**src/rtl/fifo_pkg.sv**
```systemverilog
// -----------------------------------------------------------------------------
// fifo_pkg
// Shared definitions for the first-word-fall-through FIFO family.
//   addrWidth(depth)      : RAM address width for a given power-of-two depth.
//   level_wide_t          : wide unsigned type used to compare fill levels
//                           against integer thresholds without truncation.
//   DEFAULT_AFULL_MARGIN  : default distance of the almost-full threshold
//                           below capacity.
// -----------------------------------------------------------------------------
package fifo_pkg;

    localparam int unsigned DEFAULT_AFULL_MARGIN = 4;
    localparam int unsigned LEVEL_CALC_WIDTH     = 32;

    typedef logic [LEVEL_CALC_WIDTH-1:0] level_wide_t;

    function automatic int unsigned addrWidth(input int unsigned depth);
        return $clog2(depth);
    endfunction

endpackage

```
**src/rtl/dp_ram.sv**
```systemverilog
// -----------------------------------------------------------------------------
// dp_ram
// Simple dual-port RAM: one write port, one synchronous read port, one clock.
// A read of an address written on the same edge returns the old contents;
// callers must not rely on write-through.
//   clk      in   clock
//   wr_en    in   write strobe
//   wr_addr  in   write address
//   wr_data  in   write data
//   rd_en    in   read strobe; rd_data holds its value while low
//   rd_addr  in   read address
//   rd_data  out  registered read data
// -----------------------------------------------------------------------------
module dp_ram #(
    parameter int unsigned DATA_WIDTH = 32,
    parameter int unsigned ADDR_WIDTH = 5
) (
    input  logic                  clk,
    input  logic                  wr_en,
    input  logic [ADDR_WIDTH-1:0] wr_addr,
    input  logic [DATA_WIDTH-1:0] wr_data,
    input  logic                  rd_en,
    input  logic [ADDR_WIDTH-1:0] rd_addr,
    output logic [DATA_WIDTH-1:0] rd_data
);

    logic [DATA_WIDTH-1:0] mem [2**ADDR_WIDTH];

    // NOTE: the array and its read register carry no reset so the tools can
    // map them onto block RAM; validity is tracked by the caller's flags.
    // NOTE: sequential state is always updated with non-blocking assignments
    // so every flop samples pre-edge values regardless of process order.
    always_ff @(posedge clk) begin
        if (wr_en) begin
            mem[wr_addr] <= wr_data;
        end
        if (rd_en) begin
            rd_data <= mem[rd_addr];
        end
    end

endmodule

```
**src/rtl/fifo_fwft.sv**
```systemverilog
// -----------------------------------------------------------------------------
// fifo_fwft
// Single-clock first-word-fall-through FIFO with writer skid allowance,
// almost-full/almost-empty flags, fill level, synchronous flush and a sticky
// overflow flag. Storage is a dp_ram followed by a prefetch stage (the RAM read
// register) and an output register, so an empty FIFO shows a word two edges
// after it is accepted and sustains one write plus one pop per cycle.
//
// Optional feature (macro FIFO_PEAK_EN): adds peakClrIn / peakOut, the
// registered maximum level since reset, flush or peakClrIn.
//
// Ports:
//   clkIn           in   clock, rising edge
//   rstNIn          in   asynchronous active-low reset
//   flushIn         in   synchronous clear, beats write and pop
//   wrValidIn       in   write request (accepted while level < DEPTH)
//   wrConsentOut    out  registered: next level < DEPTH-SKID
//   wrDataIn        in   write data
//   rdValidOut      out  rdDataOut holds the head word
//   rdConsentIn     in   reader takes the head word
//   rdDataOut       out  registered head word
//   levelOut        out  accepted words not yet popped
//   almostFullOut   out  level >= AFULL_LVL
//   almostEmptyOut  out  level <= AEMPTY_LVL
//   overflowOut     out  sticky: a write was dropped
//   peakClrIn       in   (FIFO_PEAK_EN) restart peak tracking
//   peakOut         out  (FIFO_PEAK_EN) peak level
// -----------------------------------------------------------------------------
module fifo_fwft
    import fifo_pkg::*;
#(
    parameter int unsigned DATA_WIDTH = 32,
    parameter int unsigned DEPTH      = 32,
    parameter int unsigned SKID       = 0,
    parameter int unsigned AFULL_LVL  = DEPTH - DEFAULT_AFULL_MARGIN,
    parameter int unsigned AEMPTY_LVL = 2,
    localparam int unsigned ADDR_W    = addrWidth(DEPTH),
    localparam int unsigned LEVEL_W   = ADDR_W + 1
) (
    input  logic                  clkIn,
    input  logic                  rstNIn,
    input  logic                  flushIn,
    input  logic                  wrValidIn,
    output logic                  wrConsentOut,
    input  logic [DATA_WIDTH-1:0] wrDataIn,
    output logic                  rdValidOut,
    input  logic                  rdConsentIn,
    output logic [DATA_WIDTH-1:0] rdDataOut,
    output logic [LEVEL_W-1:0]    levelOut,
    output logic                  almostFullOut,
    output logic                  almostEmptyOut,
    output logic                  overflowOut
`ifdef FIFO_PEAK_EN
    ,
    input  logic                  peakClrIn,
    output logic [LEVEL_W-1:0]    peakOut
`endif
);

    localparam logic [LEVEL_W-1:0] DEPTH_L     = LEVEL_W'(DEPTH);
    localparam logic [LEVEL_W-1:0] CONSENT_LIM = LEVEL_W'(DEPTH - SKID);
    localparam logic [LEVEL_W-1:0] ONE_L       = LEVEL_W'(1);
    localparam logic [ADDR_W-1:0]  ONE_A       = ADDR_W'(1);

    // Pointers and counts
    logic [ADDR_W-1:0]     wr_ptr_q, wr_ptr_d;
    logic [ADDR_W-1:0]     rd_ptr_q, rd_ptr_d;
    logic [LEVEL_W-1:0]    ram_cnt_q, ram_cnt_d;   // written to RAM, not yet read
    logic [LEVEL_W-1:0]    level_q, level_d;       // all words held, every stage

    // Pipeline stages after the RAM
    logic                  pf_valid_q, pf_valid_d; // RAM read register is live
    logic                  out_valid_q, out_valid_d;
    logic [DATA_WIDTH-1:0] out_data_q, out_data_d;

    // Registered flags
    logic                  consent_q, consent_d;
    logic                  afull_q, afull_d;
    logic                  aempty_q, aempty_d;
    logic                  ovf_q, ovf_d;

    // Per-cycle events
    logic                  wr_accept;
    logic                  wr_drop;
    logic                  pop;
    logic                  out_load;
    logic                  rd_issue;
    logic                  ram_wr_en;
    logic [DATA_WIDTH-1:0] ram_rd_data;

    dp_ram #(
        .DATA_WIDTH (DATA_WIDTH),
        .ADDR_WIDTH (ADDR_W)
    ) u_ram (
        .clk     (clkIn),
        .wr_en   (ram_wr_en),
        .wr_addr (wr_ptr_q),
        .wr_data (wrDataIn),
        .rd_en   (rd_issue),
        .rd_addr (rd_ptr_q),
        .rd_data (ram_rd_data)
    );

    // NOTE: every signal written here gets a default first, so no path
    // through the block leaves a value held and no latch is inferred.
    always_comb begin
        wr_ptr_d    = wr_ptr_q;
        rd_ptr_d    = rd_ptr_q;
        ram_cnt_d   = ram_cnt_q;
        level_d     = level_q;
        pf_valid_d  = pf_valid_q;
        out_valid_d = out_valid_q;
        out_data_d  = out_data_q;
        ovf_d       = ovf_q;

        // Acceptance depends only on level; wrConsentOut is advisory.
        wr_accept = wrValidIn & (level_q < DEPTH_L);
        wr_drop   = wrValidIn & ~wr_accept;
        pop       = out_valid_q & rdConsentIn;
        // Prefetch moves into the output stage when that stage frees up.
        out_load  = pf_valid_q & (~out_valid_q | pop);
        // ram_cnt_q only counts words written on earlier edges, so the read
        // pointer never reaches an address being written this cycle.
        rd_issue  = (ram_cnt_q != '0) & (~pf_valid_q | out_load) & ~flushIn;
        ram_wr_en = wr_accept & ~flushIn;

        if (flushIn) begin
            wr_ptr_d    = '0;
            rd_ptr_d    = '0;
            ram_cnt_d   = '0;
            level_d     = '0;
            pf_valid_d  = 1'b0;
            out_valid_d = 1'b0;
            out_data_d  = '0;
            ovf_d       = 1'b0;
        end else begin
            if (wr_accept) begin
                wr_ptr_d = wr_ptr_q + ONE_A;
            end
            if (rd_issue) begin
                rd_ptr_d = rd_ptr_q + ONE_A;
            end

            unique case ({wr_accept, rd_issue})
                2'b10:   ram_cnt_d = ram_cnt_q + ONE_L;
                2'b01:   ram_cnt_d = ram_cnt_q - ONE_L;
                default: ram_cnt_d = ram_cnt_q;
            endcase

            unique case ({wr_accept, pop})
                2'b10:   level_d = level_q + ONE_L;
                2'b01:   level_d = level_q - ONE_L;
                default: level_d = level_q;
            endcase

            if (rd_issue) begin
                pf_valid_d = 1'b1;
            end else if (out_load) begin
                pf_valid_d = 1'b0;
            end

            if (out_load) begin
                out_valid_d = 1'b1;
                out_data_d  = ram_rd_data;
            end else if (pop) begin
                out_valid_d = 1'b0;
            end

            ovf_d = ovf_q | wr_drop;
        end

        // Flags are registered copies of functions of the new level.
        consent_d = level_d < CONSENT_LIM;
        afull_d   = level_wide_t'(level_d) >= level_wide_t'(AFULL_LVL);
        aempty_d  = level_wide_t'(level_d) <= level_wide_t'(AEMPTY_LVL);
    end

    always_ff @(posedge clkIn or negedge rstNIn) begin
        if (!rstNIn) begin
            wr_ptr_q    <= '0;
            rd_ptr_q    <= '0;
            ram_cnt_q   <= '0;
            level_q     <= '0;
            pf_valid_q  <= 1'b0;
            out_valid_q <= 1'b0;
            out_data_q  <= '0;
            consent_q   <= 1'b0;
            afull_q     <= 1'b0;
            aempty_q    <= 1'b1;
            ovf_q       <= 1'b0;
        end else begin
            wr_ptr_q    <= wr_ptr_d;
            rd_ptr_q    <= rd_ptr_d;
            ram_cnt_q   <= ram_cnt_d;
            level_q     <= level_d;
            pf_valid_q  <= pf_valid_d;
            out_valid_q <= out_valid_d;
            out_data_q  <= out_data_d;
            consent_q   <= consent_d;
            afull_q     <= afull_d;
            aempty_q    <= aempty_d;
            ovf_q       <= ovf_d;
        end
    end

    assign wrConsentOut   = consent_q;
    assign rdValidOut     = out_valid_q;
    assign rdDataOut      = out_data_q;
    assign levelOut       = level_q;
    assign almostFullOut  = afull_q;
    assign almostEmptyOut = aempty_q;
    assign overflowOut    = ovf_q;

`ifdef FIFO_PEAK_EN
    logic [LEVEL_W-1:0] peak_q, peak_d;

    // A clear (or flush) restarts tracking from the level after this edge.
    always_comb begin
        peak_d = peak_q;
        if (flushIn || peakClrIn) begin
            peak_d = level_d;
        end else if (level_d > peak_q) begin
            peak_d = level_d;
        end
    end

    always_ff @(posedge clkIn or negedge rstNIn) begin
        if (!rstNIn) begin
            peak_q <= '0;
        end else begin
            peak_q <= peak_d;
        end
    end

    assign peakOut = peak_q;
`endif

endmodule

```
**config.mk**
```make
export PLATFORM = sky130hd
export DESIGN_NAME = fifo_fwft
export DESIGN_NICKNAME = d
export VERILOG_FILES = /design/src/rtl/fifo_pkg.sv /design/src/rtl/dp_ram.sv /design/src/rtl/fifo_fwft.sv
export SDC_FILE = /design/constraint.sdc
export NUM_CORES = 1
export LEC_CHECK = 0
export BUFFER_PORTS_ARGS = -buffer_cell sky130_fd_sc_hd__buf_4
export CORE_UTILIZATION = 40
export DETAILED_ROUTE_END_ITERATION = 6
export PLACE_DENSITY = 0.68
export SYNTH_ARGS = -nofsm -noshare
export SYNTH_HDL_FRONTEND = slang
export SYNTH_HIERARCHICAL = 1
export SYNTH_SLANG_ARGS = --single-unit
```
**constraint.sdc**
```tcl
create_clock -name clkIn -period 4.1 [get_ports clkIn]
set_input_delay 0.205 -clock clkIn [delete_from_list [all_inputs] [get_ports clkIn]]
set_output_delay 0.205 -clock clkIn [all_outputs]
set_load 0.01 [all_outputs]
```
==> results of run 1 <==
kinds of logic after synthesis:
logic type                 Yosys count
and+or+nand+nor                    344
adders and majority gates            9
buffers and inverters              145
muxes                              519
DFF                               1116
AOI/OAI and AO/OA                  356
xor gates and xnor gates            15
layout make-up:
cell class | instances | area share (%)
antenna | 3 | 0.0149
inverter | 4 | 0.0348
sequential | 1116 | 66.0
clock buffer | 133 | 5.52
timing repair buffer | 199 | 3.81
clock inverter | 65 | 1.58
multi-input combinational | 1243 | 19.5
tap | 1403 | 3.49
state kept, by name, indices dropped and copies added (netlist names), 5 cells and up:
| register | count |
|---|---|
| u_ram/mem | 1024 |
| rdDataOut | 32 |
| u_ram/rd_data | 32 |
| levelOut | 6 |
| ram_cnt_q | 6 |
| rd_ptr_q | 5 |
| wr_ptr_q | 5 |
how the worst min path moves through the flow:
stage                      start            end
after global routing      rstNIn  rdDataOut[10]
after floorplan           rstNIn  almostFullOut
after CTS                 rstNIn   rdDataOut[6]
after detailed placement  rstNIn   ram_cnt_q[0]
final                     rstNIn   rdDataOut[4]
after global placement    rstNIn   ram_cnt_q[0]
worst max-delay path: stages (launching register included):
cell                       delay [ps]
sky130_fd_sc_hd__dfrtp_1          420
sky130_fd_sc_hd__nor2b_1          130
sky130_fd_sc_hd__buf_4            210
sky130_fd_sc_hd__inv_4            100
sky130_fd_sc_hd__nor2_1           340
sky130_fd_sc_hd__nand3b_1         810
sky130_fd_sc_hd__nor2_4           700
sky130_fd_sc_hd__buf_4            530
metal layers:
| metal | track usage [%] | wire [microns] | vias to the layer above |
|---|---|---|---|
| met1 | 24.0 | 42200 | 12100 |
| met4 | 6.09 | 2650 | 4 |
| met2 | 32.0 | 52300 | 899 |
| met3 | 3.22 | 7290 | 169 |
| met5 | 0 | 27 | - |
| li1 | - | - | 10200 |
cells in the mapped netlist (3+ instances only):
library cell               instances  area (sq um)
sky130_fd_sc_hd__a211o_1           3          26.3
sky130_fd_sc_hd__a211oi_1          5          37.5
sky130_fd_sc_hd__a21oi_1         109           546
sky130_fd_sc_hd__a22o_1           97           850
sky130_fd_sc_hd__a22oi_1          96           721
sky130_fd_sc_hd__a31oi_1          32           200
sky130_fd_sc_hd__and2_1            5          31.3
sky130_fd_sc_hd__buf_1             7          26.3
sky130_fd_sc_hd__buf_2            26           130
sky130_fd_sc_hd__buf_4            34           255
sky130_fd_sc_hd__buf_6            16           180
sky130_fd_sc_hd__clkbuf_1         56           210
sky130_fd_sc_hd__dfrtp_1          59          1480
sky130_fd_sc_hd__edfxtp_1       1056         31700
sky130_fd_sc_hd__ha_1              8           100
sky130_fd_sc_hd__inv_1             3          11.3
sky130_fd_sc_hd__mux2i_1         517          5170
sky130_fd_sc_hd__nand2_1         108           405
sky130_fd_sc_hd__nand2b_1          4          25.0
sky130_fd_sc_hd__nand3_1          99           495
sky130_fd_sc_hd__nand3b_1          6          45.0
sky130_fd_sc_hd__nand4_1           6          37.5
sky130_fd_sc_hd__nor2_1           61           229
sky130_fd_sc_hd__nor2b_1           4          25.0
sky130_fd_sc_hd__nor3_1           37           185
sky130_fd_sc_hd__o21ai_0           4          20.0
sky130_fd_sc_hd__or3b_2            3          26.3
sky130_fd_sc_hd__xnor2_1           6          52.6
sky130_fd_sc_hd__xor2_1            8          70.1
power by group through the flow:
stage	registers, W	logic, W	clock network [W]
after floorplan	0.0134	0.00420	0
after global placement	0.0135	0.00571	0
after detailed placement	0.0135	0.00584	0
after CTS	0.0133	0.00590	0.0101
after global routing	0.0133	0.00628	0.0105
final	0.0133	0.00590	0.00996
repair_timing:
| item | CTS | global route |
|---|---|---|
| hold buffers | 38 | 0 |
| hold endpoints to repair | 1105 | 0 |
| buffers inserted | 0 | 0 |
per-stage QoR:
step	setup slack (ps)	area [sq um]	cells	hold slack, ps	total power (W)
2_1_floorplan	3.73	43600	2504	-90.6	0.0176
3_3_place_gp	701	46400	3927	367	0.0192
3_5_place_dp	633	46400	3927	393	0.0193
4_1_cts	565	50300	4163	211	0.0293
5_1_grt	429	50300	4166	269	0.0301
6_report	462	50300	4166	192	0.0291
==> flow_summary.yaml, run 1 <==
global_route:
  global_route.overflow_total: 0
  grt_start_max_net_pins: 89
  number_of_antenna_violations_at_the_first_check_in_global_routing: 5
  grt_first_pass_wirelength_mm: 154
  global_route.usage.total_pct: 18.7
  grt_pass1_vias: 23800
placement:
  detailed_place_hpwl_mm: 59.7
  gp_congestion: 0.852
  number_of_buffers_added_on_ports: 79
critical_path:
  reg2regPathDepth: 7
  crit_required_ps: 4420
  worst_setup_path_endpoint: "u_ram/mem[21][24]"
  critical_path_class: "flip-flop to flip-flop"
  crit_path_max_fanout: 22
  cp_data_arrival_time_ps: 3950
  cp-start-kind: "flip-flop"
  endpoint_of_the_lowest_slack_register_to_register_path: "u_ram/mem[21][24]"
  worstSetupStartpoint: "levelOut[5]"
  endpoint_kind: "flip-flop"
  setup.reg_to_reg.worst_slack_ps: 460
  crit-reg2reg-launch: "levelOut[5]"
sta:
  slew_violations: 0
  rsz0062_at_grt: "false"
  maxSlewHeadroom_pct: 27.0
  finalCritPeriodShare_pct: 88.7
  setup_violations: 0
  timing.final.crit_period_ps: 3640
  max_slew.worst_pin.slew_ps: 1090
  sum_of_negative_setup_slack_ps: 0
  report.final.hold_viol_count: 0
  fmax_mhz: 275
  skew_ps: 25.9
logic_synthesis:
  synth_compound_area_share_pct: 5.69
  synth_edf_count: 1056
  synth-seq-area-share_pct: 76.2
  synth_xor_area_share_pct: 0.345
  synthSimpleGateAreaFrac_pct: 3.64
  synth_top_flop_cell: "sky130_fd_sc_hd__edfxtp_1"
  async_flop_share_pct: 5.38
  netlist_instances: 2504
  synthesis.area_sq_um: 43600
  number_of_unique_standard_cell_types_used_by_synthesis: 51
  synth_nets: 2550
  largest_family_of_logic_cells_by_synthesized_area: "multiplexers"
  mux_share_of_post_synthesis_cell_area_pct: 11.9
  postSynthAreaPerCell_sq_um: 17.4
  adder_cell_share_of_the_synthesized_area_pct: 0.276
  ys_ff_latch: 1116
  ys_warn_count: 6
final_layout:
  finish.net_count: 2715
  seqCellArea_sq_um: 33200
  multi_input_comb_area_sq_um: 9830
  final_common_cell: "sky130_fd_sc_hd__edfxtp_1"
  final_cell_mix: "sky130_fd_sc_hd__edfxtp_1 (1,056), sky130_fd_sc_hd__mux2i_1 (517), sky130_fd_sc_hd__buf_4 (135), sky130_fd_sc_hd__a21oi_1 (108)"
  finished_core_util_pct: 46.8
  fillerInstances: 8867
  areaGrowthSynthToFinish_pct: 15.4
  final_layout_size_suffix_gt1_share_pct: 13.4
clock_tree:
  ctsRootBufferMaster: "sky130_fd_sc_hd__clkbuf_16"
  cts_tree: "built"
  numCtsBuffers: 105
  postCtsResizedCells: 0
  worst_skew_pair.late_latency_ps: 700
  clock_sinks: 1116
  htreeDepth: 3
  cts.path.max_buffers: 3
  worst_setup_hold_path_clk_slew_ps: 60
floorplan:
  design.die.area_sq_um: 110000
  floorplan.die.height_microns: 332
  placementRows: 120
  die-width_microns: 332
  num_io_pins: 80
  start_util_pct: 40.5
  design.core.area_sq_um: 108000
drt:
  num_vias: 23400
  drt_first_pass_iters: 5
  dr_vias_cell: 5.61
  postRouteAntennaNets: 0
  wl_per_cell_microns: 25.1
  initialDrtViolationCount: 2459
  post-route-drc-count: 0
  wirelength_mm: 104
power:
  power.static_leakage_nw: 16.7
  power.density_nw_per_um2: 579
  p_sw_share_pct: 27.4
  comb_power_share_pct: 20.3
  sequential_cell_fraction_of_total_power_pct: 45.5
  p_int_w: 0.0211
  clockPowerShare_pct: 34.2
  power.switching_w: 0.00799
  max-vdd-ir-drop_uv: 382
status:
  outcome: "complete, no violations"
flow_run:
  maxCapViolCount: 0
min_path:
  worst_hold_path_type: "input pin to async pin"
(Power assumes the default switching activity.)
==> run 2, diff against run 1 <==
Settings changed: REMOVE_ABC_BUFFERS from default to 1.
==> flow_summary.yaml, run 2 (synthesis gave the netlist of run 1 again) <==
final_layout:
  areaGrowthSynthToFinish_pct: 15.9
  final_cell_mix: "sky130_fd_sc_hd__edfxtp_1 (1,056), sky130_fd_sc_hd__mux2i_1 (517), sky130_fd_sc_hd__buf_4 (132), sky130_fd_sc_hd__a21oi_1 (108)"
  largest_register_ff_count: 1024
  finish.net_count: 2724
  multi_input_comb_area_sq_um: 9830
  seqCellArea_sq_um: 33200
  final_layout_size_suffix_gt1_share_pct: 13.9
  antenna_cells_inserted: 0
  reg_with_most_ffs: "u_ram/mem"
  final_common_cell: "sky130_fd_sc_hd__edfxtp_1"
  fillerInstances: 8895
min_path:
  worst_hold_path_type: "input pin to async pin"
clock_tree:
  postCtsResizedCells: 0
  cts_tree: "built"
  htreeDepth: 3
  worst_skew_pair.late_latency_ps: 710
  cts.path.max_buffers: 3
  ctsRootBufferMaster: "sky130_fd_sc_hd__clkbuf_16"
  clock_sinks: 1116
  worst_setup_hold_path_clk_slew_ps: 70
  numCtsBuffers: 107
floorplan:
  die-width_microns: 332
  num_io_pins: 80
  floorplan.die.height_microns: 332
  placementRows: 120
  design.die.area_sq_um: 110000
  start_util_pct: 40.5
  design.core.area_sq_um: 108000
critical_path:
  cp-start-kind: "flip-flop"
  crit_path_max_fanout: 9
  worst_path_largest_cell_delay_ps: 560
  endpoint_kind: "flip-flop"
  cpLargestDelayFamily: "compound AO/OA/AOI/OAI gates"
  cp_data_arrival_time_ps: 4110
  crit_required_ps: 4740
  critical_path.cell_chain: "or4_4 -> o31a_1 -> nor2b_4 -> and2_1 -> ha_1 -> a21o_2 -> a21oi_1 -> o21bai_1 -> a211o_1 -> a21o_1 -> a21oi_2"
  cpMaxStageDelayCell: "sky130_fd_sc_hd__or4_4"
  critical_path.n_buffers_inverters: 0
  critical_path_class: "flip-flop to flip-flop"
power:
  power.static_leakage_nw: 16.8
  max-vdd-ir-drop_uv: 388
  power.density_nw_per_um2: 578
sta:
  sum_of_negative_setup_slack_ps: 0
  setup_violations: 0
  timing.final.crit_period_ps: 3470
  rsz0062_at_grt: "false"
  report.final.hold_viol_count: 0
  finalCritPeriodShare_pct: 84.6
  slew_violations: 0
  max_slew.worst_pin.slew_ps: 1120
  worst_slack_ps: 632
  skew_ps: 37.2
  fmax_mhz: 288
  maxSlewHeadroom_pct: 25.1
drt:
  wirelength_mm: 107
  post-route-drc-count: 0
  postRouteAntennaNets: 0
  wl_per_cell_microns: 25.6
  dr_vias_cell: 5.66
  drt_first_pass_iters: 5
  num_vias: 23600
  initialDrtViolationCount: 2211
placement:
  number_of_buffers_added_on_ports: 79
  dpl_worst_slack_ps: 659
  gp_congestion: 0.803
  detailed_place_hpwl_mm: 60.1
global_route:
  grt_first_pass_wirelength_mm: 157
  global_route.overflow_total: 0
  global_route.usage.total_pct: 19.1
  grt_pass1_vias: 23800
  number_of_antenna_violations_at_the_first_check_in_global_routing: 0
  grt_start_max_net_pins: 129
status:
  outcome: "complete, no violations"
flow_run:
  maxCapViolCount: 0
==> run 2: cell types whose count changed in the layout (fill, tap and decap cells not counted), sizes merged <==
cell and change:
clkbuf +3, clkinv +6, inv -1, bufinv -2, diode -3, buf +7, clkinvlp -2
==> run 2: final cells by class <==
type | instances | share of cell area (%)
tap | 1403 | 3.47
clock buffer | 136 | 5.61
timing repair buffer | 206 | 4.14
clock inverter | 66 | 1.53
sequential | 1116 | 65.8
inverter | 4 | 0.0347
multi-input combinational | 1243 | 19.5
==> run 2: power breakdown <==
part           switching (W)  internal, W  total [W]
logic                0.00353      0.00247    0.00599
registers           0.000296       0.0129     0.0132
clock network        0.00423      0.00577     0.0100
==> run 2: final timing paths <==
check / slack (ps) / endpoint / startpoint / depth (start not counted)
max in group asynchronous: 3110 / rdDataOut[20] / rstNIn / 3
min in group clkIn: 460 / rdDataOut[1] / u_ram/rd_data[1] / 1
worst min-delay path: 100 / rdDataOut[13] / rstNIn / 2
worst min register to register: 460 / rdDataOut[1] / u_ram/rd_data[1] / 1
worst max-delay path: 630 / ram_cnt_q[5] / ram_cnt_q[1] / 11
worst max register to register: 630 / ram_cnt_q[5] / ram_cnt_q[1] / 11
==> run 2: repair_timing <==
action / in CTS / in global routing
hold endpoints to repair: 1085 / 0
setup buffers: 0 / 0
hold buffers: 38 / 0
==> run 2: metrics by stage <==
| stage | std cells | util, % | hold WS [ps] | instance area [sq um] | total power, W |
|---|---|---|---|---|---|
| after floorplan | 2363 | - | -90.6 | 42800 | 0.0170 |
| after global placement | 3934 | 43.3 | 277 | 46500 | 0.0193 |
| after detailed placement | 3934 | 43.3 | 287 | 46500 | 0.0194 |
| after CTS | 4174 | 47.0 | 99.5 | 50500 | 0.0294 |
| after global routing | 4174 | 47.0 | 155 | 50500 | 0.0302 |
| final | 4174 | 47.0 | 100 | 50500 | 0.0292 |
==> run 2: layer usage <==
layer | track usage, % | part of all wire (%)
met4 | 5.39 | 2.1
met3 | 3.65 | 8.1
met2 | 31.5 | 48
met1 | 25.8 | 41
met5 | 0 | 0
==> run 3, diff against run 2 <==
Clock period 4.1 ns to 2.94 ns, I/O delays scaled along.
==> flow_summary.yaml, run 3 (synthesis gave the netlist of run 1 again) <==
status:
  outcome: "complete, no violations"
drt:
  wl_per_cell_microns: 25.6
  m1WireLength_mm: 44.9
  dr_vias_cell: 5.62
  post-route-drc-count: 0
  num_vias: 23700
  drt_first_pass_iters: 6
  highest-signal-layer: "met5"
  postRouteAntennaNets: 0
  wl_met3_mm: 7.36
  initialDrtViolationCount: 2141
  wirelength_mm: 108
  met2RoutedLength_mm: 53.5
critical_path:
  endpoint_kind: "flip-flop"
  crit_path_max_fanout: 4
  critical_path.cell_chain: "or4_4 -> o31a_1 -> nor2b_4 -> and2_4 -> ha_1 -> a21o_2 -> a21oi_4 -> o21ai_1 -> or3b_1 -> a21o_1 -> a21oi_2"
  endpoint_of_the_lowest_slack_register_to_register_path: "ram_cnt_q[5]"
  crit-reg2reg-launch: "ram_cnt_q[2]"
  setup.reg_to_reg.worst_slack_ps: 50
  cp.depth: 11
  critical_path_class: "flip-flop to flip-flop"
  critical_path.n_buffers_inverters: 0
  cp_data_arrival_time_ps: 3480
  cpMaxStageDelayCell: "sky130_fd_sc_hd__or4_4"
  cp-start-kind: "flip-flop"
  worst_path_largest_cell_delay_ps: 540
  cpLargestDelayFamily: "simple AND/OR/NAND/NOR gates"
  reg2regPathDepth: 11
  crit_required_ps: 3530
clock_tree:
  cts.path.max_buffers: 3
  worst_setup_hold_path_clk_slew_ps: 60
  clock_sinks: 1116
  htreeDepth: 3
  ctsRootBufferMaster: "sky130_fd_sc_hd__clkbuf_16"
  worst_skew_pair.late_latency_ps: 680
  cts_tree: "built"
  numCtsBuffers: 105
sta:
  rsz0062_at_grt: "true"
  maxSlewHeadroom_pct: 28.6
  slew_violations: 0
  max_slew.worst_pin.slew_ps: 1070
  skew_ps: 29.2
  fmax_mhz: 346
  timing.final.crit_period_ps: 2890
  report.final.hold_viol_count: 0
  finalCritPeriodShare_pct: 98.3
  worst_slack_ps: 48.7
  setup_violations: 0
floorplan:
  num_io_pins: 80
  design.die.area_sq_um: 110000
  start_util_pct: 40.5
  die-width_microns: 332
  floorplan.die.height_microns: 332
  design.core.area_sq_um: 108000
  placementRows: 120
placement:
  number_of_buffers_added_on_ports: 79
  post-place-cells: 3977
  gp_congestion: 0.809
  dpl_worst_slack_ps: -130
  postPlaceCellArea_sq_um: 47100
  detailed_place_hpwl_mm: 60.3
global_route:
  global_route.usage.total_pct: 19.4
  grt_pass1_vias: 23900
  grt_start_max_net_pins: 79
  grt_first_pass_wirelength_mm: 159
  global_route.overflow_total: 0
  number_of_antenna_violations_at_the_first_check_in_global_routing: 4
final_layout:
  final_layout_size_suffix_gt1_share_pct: 15.6
  largest_register_ff_count: 1024
  final_standard_cell_count_with_taps_included_and_fillers_excluded: 4219
  fillerInstances: 8802
  layout.cell_area.non_filler_sq_um: 51000
  seqCellArea_sq_um: 33200
  final_cell_mix: "sky130_fd_sc_hd__edfxtp_1 (1,056), sky130_fd_sc_hd__mux2i_1 (517), sky130_fd_sc_hd__buf_4 (159), sky130_fd_sc_hd__nand2_1 (107), sky130_fd_sc_hd__clkbuf_16 (107)"
  multi_input_comb_area_sq_um: 9900
  areaGrowthSynthToFinish_pct: 17.1
  finish.net_count: 2771
  reg_with_most_ffs: "u_ram/mem"
  final_common_cell: "sky130_fd_sc_hd__edfxtp_1"
power:
  power.static_leakage_nw: 17.1
  power_w: 0.0405
  power.density_nw_per_um2: 794
  max-vdd-ir-drop_uv: 652
min_path:
  worst_hold_path_type: "input pin to async pin"
flow_run:
  maxCapViolCount: 0
-- run 3: cell types whose count changed in the layout (fill, tap and decap cells not counted), moves of 3 or more --
cell / delta
sky130_fd_sc_hd__diode_2: +3
sky130_fd_sc_hd__a21oi_1: -4
sky130_fd_sc_hd__nor2_1: -3
sky130_fd_sc_hd__nor2_2: +3
sky130_fd_sc_hd__buf_12: +22
sky130_fd_sc_hd__buf_4: +27
sky130_fd_sc_hd__inv_16: -4
sky130_fd_sc_hd__inv_6: +3
sky130_fd_sc_hd__clkinv_4: +3
sky130_fd_sc_hd__clkbuf_8: -4
-- run 3: worst max-delay path by stage --
stage                  from      endpoint
2_1_floorplan   rd_ptr_q[0]   rd_ptr_q[1]
3_3_place_gp   ram_cnt_q[1]  ram_cnt_q[4]
3_5_place_dp   ram_cnt_q[1]  ram_cnt_q[5]
4_1_cts        ram_cnt_q[1]  ram_cnt_q[5]
5_1_grt        ram_cnt_q[2]  ram_cnt_q[4]
6_report       ram_cnt_q[2]  ram_cnt_q[5]
-- run 3: per-stage QoR --
stage	util, %	setup TNS, ps	hold slack [ps]
3_3_place_gp	43.8	-68.3	287
3_5_place_dp	43.8	-173	303
5_1_grt	47.5	-122	185
2_1_floorplan	-	-1002550	-149
4_1_cts	47.4	0	151
6_report	47.5	0	124
-- run 3: area by class of cell --
class	instances	share of cell area [%]
flip-flops and latches	1116	65.1
clock buffers	132	5.45
diodes	3	0.0147
inverters	4	0.0343
well taps	1403	3.44
repair buffers	255	5.36
multi-input cells	1243	19.4
clock inverters	63	1.23
-- run 3: what timing repair did --
action                                   CTS  global route
pin swaps                                  5             8
hold buffers                              36             0
setup buffers                              2             6
endpoints found under the setup margin     2             5
hold endpoints to repair                1079             0
resized for setup                          5            11
-- run 3: layer usage --
layer	global-route usage [%]	up-vias
li1	-	10400
met1	25.8	12300
met2	32.8	873
met3	3.32	173
met4	5.00	2
met5	0	-
-- run 3: worst reg2reg max path, cell delays in order (launching register included) --
cell and delay [ps]:
sky130_fd_sc_hd__dfrtp_1 390, sky130_fd_sc_hd__or4_4 540, sky130_fd_sc_hd__o31a_1 270, sky130_fd_sc_hd__nor2b_4 130
sky130_fd_sc_hd__and2_4 180, sky130_fd_sc_hd__ha_1 280, sky130_fd_sc_hd__a21o_2 150, sky130_fd_sc_hd__a21oi_4 60
sky130_fd_sc_hd__o21ai_1 120, sky130_fd_sc_hd__or3b_1 380, sky130_fd_sc_hd__a21o_1 200, sky130_fd_sc_hd__a21oi_2 140
-- run 3: report_power, final --
group          internal, W  total, W  switching [W]
Combinational      0.00370   0.00870        0.00501
Clock              0.00775    0.0135        0.00571
Sequential          0.0180    0.0184       0.000366
Total               0.0295    0.0405         0.0111
